===== config.mk =====
export PLATFORM = sky130hd
export DESIGN_NAME = chunked_adder_flat
export DESIGN_NICKNAME = d
export VERILOG_FILES = /design/src/rtl/chunked_adder_pkg.sv /design/src/rtl/chunked_adder_if.sv /design/src/rtl/chunked_adder_chunk_add.sv /design/src/rtl/chunked_adder.sv /design/src/flat_wrapper.sv
export SDC_FILE = /design/constraint.sdc
export NUM_CORES = 1
export LEC_CHECK = 0
export CAP_MARGIN = 20
export CORE_MARGIN = 5
export CORE_UTILIZATION = 56
export DETAILED_ROUTE_END_ITERATION = 8
export PLACE_DENSITY = 0.84
export SETUP_SLACK_MARGIN = 0.5
export SLEW_MARGIN = 20
export SYNTH_ARGS = -nofsm -noshare
export SYNTH_HDL_FRONTEND = slang
export SYNTH_SLANG_ARGS = --single-unit

===== constraint.sdc =====
create_clock -name iCLK -period 5 [get_ports iCLK]
set_input_delay 1 -clock iCLK [delete_from_list [all_inputs] [get_ports iCLK]]
set_output_delay 1 -clock iCLK [all_outputs]
set_load 0.02 [all_outputs]

===== src/rtl/chunked_adder_pkg.sv =====
// Shared types and sizing helpers for the chunked multi-cycle adder.
package chunked_adder_pkg;

    typedef enum logic [1:0] {
        IDLE = 2'd0,
        RUN  = 2'd1,
        DONE = 2'd2
    } stateT;

    function automatic int numChunks(input int width, input int chunk);
        return width / chunk;
    endfunction

    // Counter is kept at least one bit wide so the N=1 build still has a legal index.
    function automatic int cntWidth(input int width, input int chunk);
        int n;
        n = width / chunk;
        return (n <= 1) ? 1 : $clog2(n);
    endfunction

endpackage


===== src/rtl/chunked_adder_if.sv =====
// Start/busy/done handshake and operand/result bus of the chunked adder.
// iSUB exists only when CHUNKED_ADDER_SUB_EN is defined.
interface chunked_adder_if #(
    parameter int WIDTH = 16
);
    logic             iSTART;
    logic [WIDTH-1:0] iA;
    logic [WIDTH-1:0] iB;
    logic             iCIN;
`ifdef CHUNKED_ADDER_SUB_EN
    logic             iSUB;
`endif
    logic             oBUSY;
    logic             oDONE;
    logic [WIDTH-1:0] oSUM;
    logic             oCARRY;
    logic             oOVF;

`ifdef CHUNKED_ADDER_SUB_EN
    modport master (output iSTART, iA, iB, iCIN, iSUB,
                    input  oBUSY, oDONE, oSUM, oCARRY, oOVF);
    modport slave  (input  iSTART, iA, iB, iCIN, iSUB,
                    output oBUSY, oDONE, oSUM, oCARRY, oOVF);
`else
    modport master (output iSTART, iA, iB, iCIN,
                    input  oBUSY, oDONE, oSUM, oCARRY, oOVF);
    modport slave  (input  iSTART, iA, iB, iCIN,
                    output oBUSY, oDONE, oSUM, oCARRY, oOVF);
`endif

endinterface


===== src/rtl/chunked_adder_chunk_add.sv =====
// Combinational CHUNK-bit slice adder; also reports the carry into its MSB
// so the top level can derive signed overflow on the last slice.
module chunk_add #(
    parameter int CHUNK = 4
) (
    input  logic [CHUNK-1:0] a,
    input  logic [CHUNK-1:0] b,
    input  logic             cin,
    output logic [CHUNK-1:0] sum,
    output logic             cout,
    output logic             cMsb
);
    logic [CHUNK:0] full;

    assign full = {1'b0, a} + {1'b0, b} + {{CHUNK{1'b0}}, cin};
    assign sum  = full[CHUNK-1:0];
    assign cout = full[CHUNK];
    // A sum bit is a ^ b ^ carry-in, so the carry into the MSB falls out directly.
    assign cMsb = a[CHUNK-1] ^ b[CHUNK-1] ^ sum[CHUNK-1];

endmodule


===== src/rtl/chunked_adder.sv =====
// Multi-cycle adder: one CHUNK-bit slice per clock, carry held in a register
// between slices. Define CHUNKED_ADDER_SUB_EN to add the iSUB subtract mode.
module chunked_adder
    import chunked_adder_pkg::*;
#(
    parameter int WIDTH = 16,
    parameter int CHUNK = 4
) (
    input logic            iCLK,
    input logic            iRST_N,
    chunked_adder_if.slave bus
);
    localparam int N  = numChunks(WIDTH, CHUNK);
    localparam int CW = cntWidth(WIDTH, CHUNK);
    localparam logic [CW-1:0] LAST = CW'(N - 1);

    stateT            state;
    logic [CW-1:0]    k;
    logic [WIDTH-1:0] opA;
    logic [WIDTH-1:0] opB;
    logic [WIDTH-1:0] sumWork;
    logic [WIDTH-1:0] nextWork;
    logic             carry;
    logic             subSel;
    logic [CHUNK-1:0] aSlice;
    logic [CHUNK-1:0] bSlice;
    logic [CHUNK-1:0] chunkSum;
    logic             chunkCout;
    logic             chunkCmsb;

`ifdef CHUNKED_ADDER_SUB_EN
    assign subSel = bus.iSUB;
`else
    assign subSel = 1'b0;
`endif

    always_comb begin
        aSlice   = opA[k*CHUNK +: CHUNK];
        bSlice   = opB[k*CHUNK +: CHUNK];
        nextWork = sumWork;
        nextWork[k*CHUNK +: CHUNK] = chunkSum;
    end

    chunk_add #(.CHUNK(CHUNK)) uChunkAdd (
        .a    (aSlice),
        .b    (bSlice),
        .cin  (carry),
        .sum  (chunkSum),
        .cout (chunkCout),
        .cMsb (chunkCmsb)
    );

    // Subtraction is folded in at capture (A + ~B + ~cin), so RUN only ever adds.
    always_ff @(posedge iCLK or negedge iRST_N) begin
        if (!iRST_N) begin
            state      <= IDLE;
            k          <= '0;
            opA        <= '0;
            opB        <= '0;
            sumWork    <= '0;
            carry      <= 1'b0;
            bus.oSUM   <= '0;
            bus.oCARRY <= 1'b0;
            bus.oOVF   <= 1'b0;
        end else begin
            case (state)
                IDLE: begin
                    if (bus.iSTART) begin
                        opA     <= bus.iA;
                        opB     <= subSel ? ~bus.iB : bus.iB;
                        carry   <= subSel ? ~bus.iCIN : bus.iCIN;
                        sumWork <= '0;
                        k       <= '0;
                        state   <= RUN;
                    end
                end
                RUN: begin
                    sumWork <= nextWork;
                    carry   <= chunkCout;
                    if (k == LAST) begin
                        k          <= '0;
                        state      <= DONE;
                        bus.oSUM   <= nextWork;
                        bus.oCARRY <= chunkCout;
                        bus.oOVF   <= chunkCmsb ^ chunkCout;
                    end else begin
                        k <= k + 1'b1;
                    end
                end
                DONE: state <= IDLE;
                default: state <= IDLE;
            endcase
        end
    end

    assign bus.oBUSY = (state != IDLE);
    assign bus.oDONE = (state == DONE);

endmodule


===== src/flat_wrapper.sv =====
// flat-port wrapper written by rule: the top's interface ports become plain ports
module chunked_adder_flat import chunked_adder_pkg::*;
#(
    parameter int WIDTH = 16,
    parameter int CHUNK = 4
)
  (iCLK, iRST_N, bus_iSTART, bus_iA, bus_iB, bus_iCIN, bus_oBUSY, bus_oDONE, bus_oSUM, bus_oCARRY, bus_oOVF);
  chunked_adder_if #(.WIDTH(WIDTH)) bus_i ();
  input logic iCLK;
  input logic iRST_N;
  input wire logic [$bits(bus_i.iSTART)-1:0] bus_iSTART;
  input wire logic [$bits(bus_i.iA)-1:0] bus_iA;
  input wire logic [$bits(bus_i.iB)-1:0] bus_iB;
  input wire logic [$bits(bus_i.iCIN)-1:0] bus_iCIN;
  output wire logic [$bits(bus_i.oBUSY)-1:0] bus_oBUSY;
  output wire logic [$bits(bus_i.oDONE)-1:0] bus_oDONE;
  output wire logic [$bits(bus_i.oSUM)-1:0] bus_oSUM;
  output wire logic [$bits(bus_i.oCARRY)-1:0] bus_oCARRY;
  output wire logic [$bits(bus_i.oOVF)-1:0] bus_oOVF;
  assign bus_i.iSTART = bus_iSTART;
  assign bus_i.iA = bus_iA;
  assign bus_i.iB = bus_iB;
  assign bus_i.iCIN = bus_iCIN;
  assign bus_oBUSY = bus_i.oBUSY;
  assign bus_oDONE = bus_i.oDONE;
  assign bus_oSUM = bus_i.oSUM;
  assign bus_oCARRY = bus_i.oCARRY;
  assign bus_oOVF = bus_i.oOVF;
  chunked_adder #(.WIDTH(WIDTH), .CHUNK(CHUNK)) u_core (.iCLK(iCLK), .iRST_N(iRST_N), .bus(bus_i));
endmodule

==> results_dict.tcl <==
set metrics [dict create \
    peakVddDrop_mv 0.4163 \
    drtPass1Iterations 4 \
    wl_per_cell_um 17.75 \
    critPathLaunchType "flip-flop" \
    cp_data_arrival_time_ps 3390 \
    finClkSkew_ps 8.045 \
    post_cts_resized 0 \
    maxCapViolCount 0 \
    yosysTopAreaCell "dfrtp_1" \
    ys_seq_area_share_pct 53.30 \
    grt_pass1_wl_um 11270 \
    reg2regPathDepth 6 \
    core_um2 5851 \
    dieArea_um2 7595 \
    netlist_instances 255 \
    cts_root_buf "clkbuf_8" \
    cts_buffers 9 \
    whs_path_depth 2 \
    fin_crit_sh_pct 62.41 \
    synth_fp_nets 302 \
    fp.dieW_um 87.15 \
    post-cts-setup-buffers 0 \
    start_util_pct 56.97 \
    synth_edf_count 0 \
    finalNetCount 355 \
    ios 56 \
    avgSynthCellArea_um2 13.07 \
    slew_violations 0 \
    preCtsSetupSlack_ps 1854 \
    antenna_left 0 \
    grt_max_degree 43 \
    synth_area_um2 3333 \
    clockBufferDepth 2 \
    clock_latency_ps 340 \
    setup_slack_ps 1880 \
    worstMarginPinSlew_ps 892.3 \
    tns_ps 0 \
    crit_type "reg2reg" \
    cts_max_level 3 \
    synth_ff_type "dfrtp_1" \
    areaGrowthSynthToFinish_pct 23.09 \
    yosys_warnings 0 \
    design_power_total_w 0.003104 \
    gp_congestion 0.8571 \
    routed_wl_um 6888 \
    clk_pin_slew_ps 70 \
    dp_hpwl_um 4915 \
    clock-sinks 71 \
    grt_pass1_vias 2250 \
    status "finished, final reports clean" \
    crit_path_max_fanout 16 \
    groute.usage.overall_pct 19.81 \
    antennaDiodeCount 0 \
    p_leak_nw 1.708 \
    synth_cell_types 39 \
    cp.required_ps 5270 \
    drive_gt1_share_pct 22.36 \
    vias_per_cell 5.660 \
    netlist_top_cells_area "dfrtp_1 53%, mux2_2 11%, mux4_2 5.4%, a32o_1 3.6%, ha_1 3.4%" \
    cts_tree "done" \
    num_rows 28 \
    synth_seq_cells 71 \
    async_reset_ff_share_pct 100.0 \
    hold_viol 0 \
    setup_viol 0 \
    hp-class "reg2reg" \
    powerDensity_nw_per_um2 756.5 \
    numPortBuffers 55 \
    die_y_um 87.15 \
    relSlewSlack_pct 40.51 \
    post-route-min-period_ps 3120 \
    grt_setup_unrepaired "false" \
    remaining_drc_errors 0 \
    antenna_found_initial 0 \
    end_kind "flip-flop" \
    fmax_ghz 0.3205 \
    grt_overflow_total 0 \
    holdBufCountCts 0 \
    drtIter0Drc 122 \
    vias 2196 \
    synth.top_cell.area_share_pct 53.30 \
]
## Yosys cell counts, types with 2 or more instances
library cell,instances
a32o_1,12
o21ai_2,4
a21oi_1,14
inv_1,3
buf_2,4
a22o_1,4
clkbuf_1,4
xor2_1,2
mux2_2,32
nor2b_1,11
nor3b_1,4
a221oi_1,3
and4bb_2,2
ha_1,9
nand2_1,16
buf_4,7
a21o_1,2
mux4_2,8
o21ai_0,16
fa_1,2
nor2_1,7
xnor2_1,2
dfrtp_1,71
## registers in the layout, summed over array words and instances, names as in the netlist
register,flops
u_core.bus.oSUM,16
u_core.state,2
u_core.opA,16
u_core.carry,1
u_core.opB,16
u_core.k,2
u_core.bus.oCARRY,1
u_core.bus.oOVF,1
u_core.sumWork,16
## stage by stage
| step | cells | hold slack, ps | area, um^2 | util (%) |
|---|---|---|---|---|
| 3_3_place_gp | 372 | 462.6 | 3909 | 66.81 |
| 4_1_cts | 388 | 486.4 | 4100 | 70.08 |
| 2_1_floorplan | 255 | 457.9 | 3333 | - |
| 6_report | 388 | 482.1 | 4103 | 70.12 |
| 5_1_grt | 388 | 510.3 | 4103 | 70.12 |
| 3_5_place_dp | 372 | 470.5 | 3909 | 66.81 |
## worst max-delay path, cell delays in order, from the launching register on
cell,delay [ps]
dfrtp_1,790
mux4_2,610
fa_1,440
fa_1,420
xor2_1,340
and2_1,260
a22o_1,190
## routing by layer
layer	track usage, %	vias up	wire length [um]
met5	0	-	0
met4	6.276	0	86
met3	5.866	9	387
met2	34.02	68	3549
met1	23.99	1079	2865
li1	-	1040	-
## worst paths after layout
kind	startpoint	to	slack, ps
max	u_core.k[0]	u_core.sumWork[2]	1880
min	u_core.bus.oSUM[9]	u_core.bus.oSUM[9]	480
max reg2reg	u_core.k[0]	u_core.sumWork[2]	1880
min reg2reg	u_core.bus.oSUM[9]	u_core.bus.oSUM[9]	480
max in group asynchronous	iRST_N	u_core.opA[3]	3290
min in group asynchronous	iRST_N	u_core.bus.oSUM[14]	780
## report_power, final
part | internal, W | switching [W]
combinational | 0.000739 | 0.000903
clock | 0.000244 | 0.000205
sequential | 0.000827 | 0.000186
## cell usage in the layout (no fill, tap or decap), types with 2 or more instances in the layout
master,instances
o21ai_0,16
xnor2_1,2
a21oi_1,14
clkbuf_8,10
o21ai_2,4
nor3b_1,4
xor2_1,2
nand2_1,16
buf_4,3
a221oi_1,3
mux4_2,8
a22o_1,4
ha_1,9
dfrtp_1,71
inv_1,3
fa_1,2
a32o_1,12
mux2_2,32
clkbuf_1,3
nor2_1,7
nor2b_1,10
clkdlybuf4s50_1,54
a21o_1,2
and4bb_2,2
## logic make-up after synthesis
group                    after synthesis  share of synthesized area, %
XOR/XNOR                               4                         1.051
adder cells (fa/ha/maj)               11                         4.580
AO/OA/AOI/OAI                         60                         12.54
flip-flops                            71                         53.30
buffers and inverters                 20                         3.228
AND/OR/NAND/NOR                       49                         9.085
multiplexers                          40                         16.22
## area by class of cell
class	instances	area, um^2
Sequential cell	71	1777
Fill cell	429	1748
Clock inverter	3	42.54
Tap cell	75	93.84
Clock buffer	13	148.9
Multi-Input combinational cell	164	1458
Inverter	4	15.01
Timing Repair Buffer	58	568.0
Note: power is estimated with default switching activity, not from simulation.
